## src/rtl/nmr_bstrm_pkg.sv

```systemverilog
// Shared types and sizing helpers for the multi-channel NMR bitstream datapath.
package nmr_bstrm_pkg;

    typedef enum logic {
        ST_IDLE = 1'b0,
        ST_RUN  = 1'b1
    } state_t;

    localparam int MUX_SEL_W = 4;

    // Entry packing in the FIFO: {len, pol, last}
    function automatic int entry_w(input int data_width, input int nch);
        return data_width + nch + 1;
    endfunction

endpackage

```

## src/rtl/nmr_bstrm_fifo.sv

```systemverilog
// Synchronous FIFO with occupancy count and flush; read data is the head entry (no fall-through).
module nmr_bstrm_fifo #(
    parameter int WIDTH = 8,
    parameter int DEPTH = 8
) (
    input  logic                     clk,
    input  logic                     rst,
    input  logic                     flush,
    input  logic                     push,
    input  logic                     pop,
    input  logic [WIDTH-1:0]         wdata,
    output logic [WIDTH-1:0]         rdata,
    output logic [$clog2(DEPTH):0]   count,
    output logic                     full,
    output logic                     empty
);
    localparam int AW = $clog2(DEPTH);

    logic [WIDTH-1:0] mem_q [DEPTH];
    logic [AW-1:0]    wr_ptr_q, wr_ptr_d, rd_ptr_q, rd_ptr_d;
    logic [AW:0]      cnt_q, cnt_d;
    logic             wr_en, rd_en;

    assign full  = (cnt_q == (AW+1)'(DEPTH));
    assign empty = (cnt_q == '0);
    assign count = cnt_q;
    assign rdata = mem_q[rd_ptr_q];

    always_comb begin
        wr_en    = push && !full && !flush;
        rd_en    = pop && !empty && !flush;
        wr_ptr_d = wr_ptr_q;
        rd_ptr_d = rd_ptr_q;
        cnt_d    = cnt_q;
        if (flush) begin
            wr_ptr_d = '0;
            rd_ptr_d = '0;
            cnt_d    = '0;
        end else begin
            if (wr_en) wr_ptr_d = wr_ptr_q + 1'b1;
            if (rd_en) rd_ptr_d = rd_ptr_q + 1'b1;
            case ({wr_en, rd_en})
                2'b10:   cnt_d = cnt_q + 1'b1;
                2'b01:   cnt_d = cnt_q - 1'b1;
                default: cnt_d = cnt_q;
            endcase
        end
    end

    always_ff @(posedge clk) begin
        if (rst) begin
            wr_ptr_q <= '0;
            rd_ptr_q <= '0;
            cnt_q    <= '0;
        end else begin
            wr_ptr_q <= wr_ptr_d;
            rd_ptr_q <= rd_ptr_d;
            cnt_q    <= cnt_d;
        end
    end

    always_ff @(posedge clk) begin
        if (wr_en) mem_q[wr_ptr_q] <= wdata;
    end

endmodule

```

## src/rtl/nmr_bstrm_multich_dpath.sv

```systemverilog
// FIFO-fed multi-channel pulse player with per-channel output mux.
// Optional sticky underrun flag compiled in with NMR_BSTRM_UNDERRUN_EN.
module nmr_bstrm_multich_dpath
    import nmr_bstrm_pkg::*;
#(
    parameter int             DATA_WIDTH = 24,
    parameter int             NCH        = 4,
    parameter int             DEPTH      = 8,
    parameter int             MUX_WIDTH  = 16,
    parameter logic [NCH-1:0] IDLE_POL   = '0
) (
    input  logic                         CLK,
    input  logic                         RST,
    input  logic                         START,
    input  logic                         ABORT,
    input  logic                         in_valid,
    output logic                         in_ready,
    input  logic [DATA_WIDTH-1:0]        in_len,
    input  logic [NCH-1:0]               in_pol,
    input  logic                         in_last,
    input  logic [MUX_SEL_W*NCH-1:0]     mux_sel,
    input  logic [(MUX_WIDTH-1)*NCH-1:0] mux_in,
    output logic                         BUSY,
    output logic                         DONE,
    output logic                         UNDERRUN,
    output logic [$clog2(DEPTH):0]       fifo_cnt,
    output logic [NCH-1:0]               OUT
);
    localparam int EW  = entry_w(DATA_WIDTH, NCH);
    localparam int MIW = MUX_WIDTH - 1;

    state_t                   state_q, state_d;
    logic [DATA_WIDTH-1:0]    cnt_q, cnt_d;
    logic [NCH-1:0]           pol_q, pol_d;
    logic                     last_q, last_d;
    logic [MUX_SEL_W*NCH-1:0] sel_q, sel_d;
    logic                     done_q, done_d;

    logic [EW-1:0]            fifo_rdata;
    logic                     fifo_full, fifo_empty, push, pop;
    logic [DATA_WIDTH-1:0]    rd_len, load_len;
    logic [NCH-1:0]           seq;

    assign push   = in_valid && !fifo_full && !ABORT;
    assign rd_len = fifo_rdata[EW-1 -: DATA_WIDTH];
    // A zero-length entry still occupies one cycle.
    assign load_len = (rd_len == '0) ? DATA_WIDTH'(1) : rd_len;

    nmr_bstrm_fifo #(.WIDTH(EW), .DEPTH(DEPTH)) u_fifo (
        .clk   (CLK),
        .rst   (RST),
        .flush (ABORT),
        .push  (push),
        .pop   (pop),
        .wdata ({in_len, in_pol, in_last}),
        .rdata (fifo_rdata),
        .count (fifo_cnt),
        .full  (fifo_full),
        .empty (fifo_empty)
    );

`ifdef NMR_BSTRM_UNDERRUN_EN
    logic und_q, und_d;
`endif

    always_comb begin
        state_d = state_q;
        cnt_d   = cnt_q;
        pol_d   = pol_q;
        last_d  = last_q;
        sel_d   = sel_q;
        done_d  = 1'b0;
        pop     = 1'b0;
`ifdef NMR_BSTRM_UNDERRUN_EN
        und_d   = und_q;
`endif
        if (ABORT) begin
            state_d = ST_IDLE;
        end else begin
            case (state_q)
                ST_IDLE: begin
                    if (START && !fifo_empty) begin
                        pop     = 1'b1;
                        sel_d   = mux_sel;
                        cnt_d   = load_len;
                        pol_d   = fifo_rdata[NCH:1];
                        last_d  = fifo_rdata[0];
                        state_d = ST_RUN;
`ifdef NMR_BSTRM_UNDERRUN_EN
                        und_d   = 1'b0;
`endif
                    end
                end
                ST_RUN: begin
                    if (cnt_q == DATA_WIDTH'(1)) begin
                        if (last_q) begin
                            done_d  = 1'b1;
                            state_d = ST_IDLE;
                        end else if (!fifo_empty) begin
                            // Reload on the final cycle so the next entry is contiguous.
                            pop    = 1'b1;
                            cnt_d  = load_len;
                            pol_d  = fifo_rdata[NCH:1];
                            last_d = fifo_rdata[0];
                        end else begin
                            state_d = ST_IDLE;
`ifdef NMR_BSTRM_UNDERRUN_EN
                            und_d   = 1'b1;
`endif
                        end
                    end else begin
                        cnt_d = cnt_q - 1'b1;
                    end
                end
                default: state_d = ST_IDLE;
            endcase
        end
    end

    always_ff @(posedge CLK) begin
        if (RST) begin
            state_q <= ST_IDLE;
            cnt_q   <= '0;
            pol_q   <= '0;
            last_q  <= 1'b0;
            sel_q   <= '0;
            done_q  <= 1'b0;
        end else begin
            state_q <= state_d;
            cnt_q   <= cnt_d;
            pol_q   <= pol_d;
            last_q  <= last_d;
            sel_q   <= sel_d;
            done_q  <= done_d;
        end
    end

`ifdef NMR_BSTRM_UNDERRUN_EN
    always_ff @(posedge CLK) begin
        if (RST) und_q <= 1'b0;
        else     und_q <= und_d;
    end
    assign UNDERRUN = und_q;
`else
    assign UNDERRUN = 1'b0;
`endif

    assign in_ready = !fifo_full;
    assign BUSY     = (state_q == ST_RUN);
    assign DONE     = done_q;
    assign seq      = (state_q == ST_RUN) ? pol_q : IDLE_POL;

    for (genvar c = 0; c < NCH; c++) begin : g_ch
        logic [MUX_SEL_W-1:0] sel;
        logic [MIW-1:0]       mi;
        logic                 o;
        assign sel = sel_q[MUX_SEL_W*c +: MUX_SEL_W];
        assign mi  = mux_in[MIW*c +: MIW];
        always_comb begin
            o = 1'b0;
            if (sel == '0) o = seq[c];
            for (int k = 1; k < MUX_WIDTH; k++) begin
                if (sel == MUX_SEL_W'(k)) o = mi[k-1];
            end
        end
        assign OUT[c] = o;
    end

endmodule

```

## config.mk

```make
export PLATFORM = sky130hd
export DESIGN_NAME = nmr_bstrm_multich_dpath
export DESIGN_NICKNAME = d
export VERILOG_FILES = /design/src/rtl/nmr_bstrm_pkg.sv /design/src/rtl/nmr_bstrm_fifo.sv /design/src/rtl/nmr_bstrm_multich_dpath.sv
export SDC_FILE = /design/constraint.sdc
export NUM_CORES = 1
export LEC_CHECK = 0
export ABC_AREA = 1
export BUFFER_PORTS_ARGS = -buffer_cell sky130_fd_sc_hd__buf_2
export CORE_MARGIN = 3
export CORE_UTILIZATION = 40
export DETAILED_ROUTE_END_ITERATION = 16
export HOLD_SLACK_MARGIN = 0.15
export PLACE_DENSITY_LB_ADDON = 0.08
export SYNTH_ARGS = -nofsm -noshare
export SYNTH_HDL_FRONTEND = slang
export SYNTH_SLANG_ARGS = --single-unit
```

## constraint.sdc

```tcl
create_clock -name CLK -period 6 [get_ports CLK]
set_input_delay 0.9 -clock CLK [delete_from_list [all_inputs] [get_ports CLK]]
set_output_delay 0.9 -clock CLK [all_outputs]
set_load 0.01 [all_outputs]
```

==> impl_metrics.tcl <==
set metrics [dict create \
    viasPerCell 4.98 \
    syn_area_per_cell_sq_um 9.30 \
    rows 66 \
    startpoint_type "register" \
    syn_area_sq_um 13400 \
    reg2reg_to "u_fifo.count[3]" \
    maxSlewViolCount 0 \
    io_buffers 120 \
    initial_utilization 0.409 \
    postCtsSetupBuffers 0 \
    drt-pass1-iter-count 7 \
    min_period_over_period 0.662 \
    cts_tree "yes" \
    wire_per_inst_microns 17.1 \
    cp_data_arrival_time_ns 4.36 \
    drive_gt1_frac 0.128 \
    cts_max_level 2 \
    finClkSkew_ns 0.0157 \
    dp_slack_ns 1.99 \
    clock_latency_ns 0.51 \
    hp-class "register to register" \
    p_leak_nw 6.23 \
    min_from "u_fifo.rd_ptr_q[2]" \
    hpwl_microns 20800 \
    drc 0 \
    layoutNonFillerInstCount 2010 \
    rsz0062_at_grt "false" \
    crit_start "cnt_q[15]" \
    most-common-layout-cells "nand2_1, edfxtp_1, nor2_1" \
    critPathSlowestCell "nand2_1" \
    grt_max_degree 87 \
    gr-total-overflow 0 \
    tns_ns 0 \
    vdd_drop_max_mv 0.176 \
    die_area_sq_um 35700 \
    holdBufCountCts 0 \
    setup_violations 0 \
    path_class "register to register" \
    ys_seq_area_frac 0.610 \
    core-area_sq_um 32800 \
    async_flop_share 0 \
    finalHoldViolations 0 \
    numClockSinks 292 \
    die_h_microns 189 \
    min_to "u_fifo.rd_ptr_q[2]" \
    clock-root-buffer "clkbuf_16" \
    holdWs_ns 0.468 \
    cpPeakStageDelay_ns 0.76 \
    finalPower_w 0.00453 \
    path_clk_slew_ns 0.05 \
    synth_edf_count 232 \
    drtIter0Drc 676 \
    vias 10000 \
    syn_to_final_growth_pct 14.6 \
    synth_ff_type "edfxtp_1" \
    cts-buffers-inserted 35 \
    drt.antenna.violating_nets 0 \
    crit_path_end_kind "register" \
    cts.path.max_buffers 3 \
    netlist_instances 1440 \
    grt_pass1_vias 9544 \
    critPathMaxFanout 29 \
    crit_required_ns 6.40 \
    ys_ff_latch 292 \
    r2r-start "cnt_q[15]" \
    io_pins 122 \
    synth.distinct_cells 38 \
    p_per_area_nw_per_um2 295 \
    rrSetupSlack_ns 2.03 \
    yosys_warnings 0 \
    die_x_microns 189 \
    path_cells "nor2_1, nand2_1, nor2_1, nand3_1, nand2_1, inv_2, nor2_2, nand2_1, inv_2, ha_1, ha_1, nand2_1, nor2_1, a211oi_1, nor2_1, nor2_1, nand2_1, o21ai_0, a21oi_1" \
    r2r_cells 19 \
    timing.max_cap.violations 0 \
    grt_antenna_before_repair 1 \
    gp_congestion 0.886 \
    fin_ws_ns 2.03 \
    grt_pass1_wl_microns 53800 \
    dp_cells 1948 \
    fin_crit_ns 3.97 \
    num-nets-final 1661 \
    cts-resized-gates 0 \
    fmax_mhz 252 \
    maxSlewHeadroom 0.305 \
    mostFrequentLayoutCell "nand2_1" \
    worstMarginPinSlew_ns 1.04 \
    holdPathStages 2 \
    wirelength_microns 34500 \
    status "finished, final reports clean" \
    grt_use_total 0.191 \
    syn-num-nets 1558 \
]
[synth_stat cells, drive strengths merged, types with 2 or more instances]
| cell | count | share of area |
|---|---|---|
| xnor2 | 4 | 0.0026 |
| nand2 | 375 | 0.11 |
| a31oi | 12 | 0.0056 |
| nor2 | 171 | 0.048 |
| xor2 | 6 | 0.0039 |
| nor4 | 4 | 0.0019 |
| nor3 | 6 | 0.0026 |
| o211ai | 11 | 0.0062 |
| buf | 54 | 0.029 |
| a211oi | 2 | 0.0011 |
| nand3 | 140 | 0.052 |
| ha | 7 | 0.0065 |
| dfxtp | 60 | 0.090 |
| o221ai | 4 | 0.0026 |
| clkbuf | 15 | 0.0042 |
| nand3b | 2 | 0.0011 |
| o21ai | 89 | 0.034 |
| and3 | 3 | 0.0014 |
| inv | 142 | 0.040 |
| edfxtp | 232 | 0.52 |
| nand4 | 28 | 0.013 |
| a21oi | 66 | 0.025 |
[metrics by stage]
stage               cell area (sq um)   util
floorplan                       13400      -
global placement                14300  0.436
detailed placement              14300  0.436
CTS                             15400  0.468
global route                    15400  0.468
finish                          15400  0.468
[per-layer routing]
metal / up-vias / global-route usage / routed length (microns)
met3: 41 / 0.0324 / 1900
met5: - / 0 / 0
li1: 5051 / - / -
met2: 249 / 0.314 / 16000
met1: 4659 / 0.264 / 15900
met4: 0 / 0.0496 / 675
[worst max-delay path: cells and delay by family, from the launching register on]
kind	cells	cell delay, ns
AOI/OAI and AO/OA	3	0.42
and+or+nand+nor	12	1.97
adders and majority gates	2	0.51
buffers and inverters	2	0.60
DFF	1	0.35
[how the worst max path moves through the flow]
stage / slack [ns] / endpoint / cells past startpoint
after CTS: 2.02 / u_fifo.count[3] / 19
after floorplan: 2.91 / u_fifo.mem_q[0][0] / 4
after global routing: 1.52 / u_fifo.count[3] / 19
final: 2.03 / u_fifo.count[3] / 19
after detailed placement: 1.99 / u_fifo.count[3] / 19
after global placement: 2.05 / u_fifo.count[3] / 19
[layout make-up]
type                    instances  area, sq um
inverters                     142          533
clock inverters                12          119
multi-input cells             937         4320
repair buffers                135          713
fillers                      3174        17400
flip-flops and latches        292         8170
well taps                     442          553
clock buffers                  48          946
diodes                          2         5.00
[where the power goes]
group	total [W]	internal [W]	leakage (nW)	switching, W
combinational	0.000328	0.000112	3.13	0.000216
clock	0.00197	0.00119	0.517	0.000783
sequential	0.00224	0.00221	2.58	0.0000224
[state kept, by name, summed over array words and instances (netlist names), named ones only]
name,count
u_fifo.mem_q,232
DONE,1
pol_q,4
last_q,1
u_fifo.wr_ptr_q,3
cnt_q,24
u_fifo.count,4
u_fifo.rd_ptr_q,3
BUSY,1
sel_q,16
[kinds of logic after synthesis]
family | synth area share
adder cells (fa/ha/maj) | 0.00803
other | 0.000280
AO/OA/AOI/OAI | 0.0754
XOR/XNOR | 0.00654
flip-flops | 0.610
AND/OR/NAND/NOR | 0.227
buffers and inverters | 0.0727
Power figures use the tool's default switching activity.
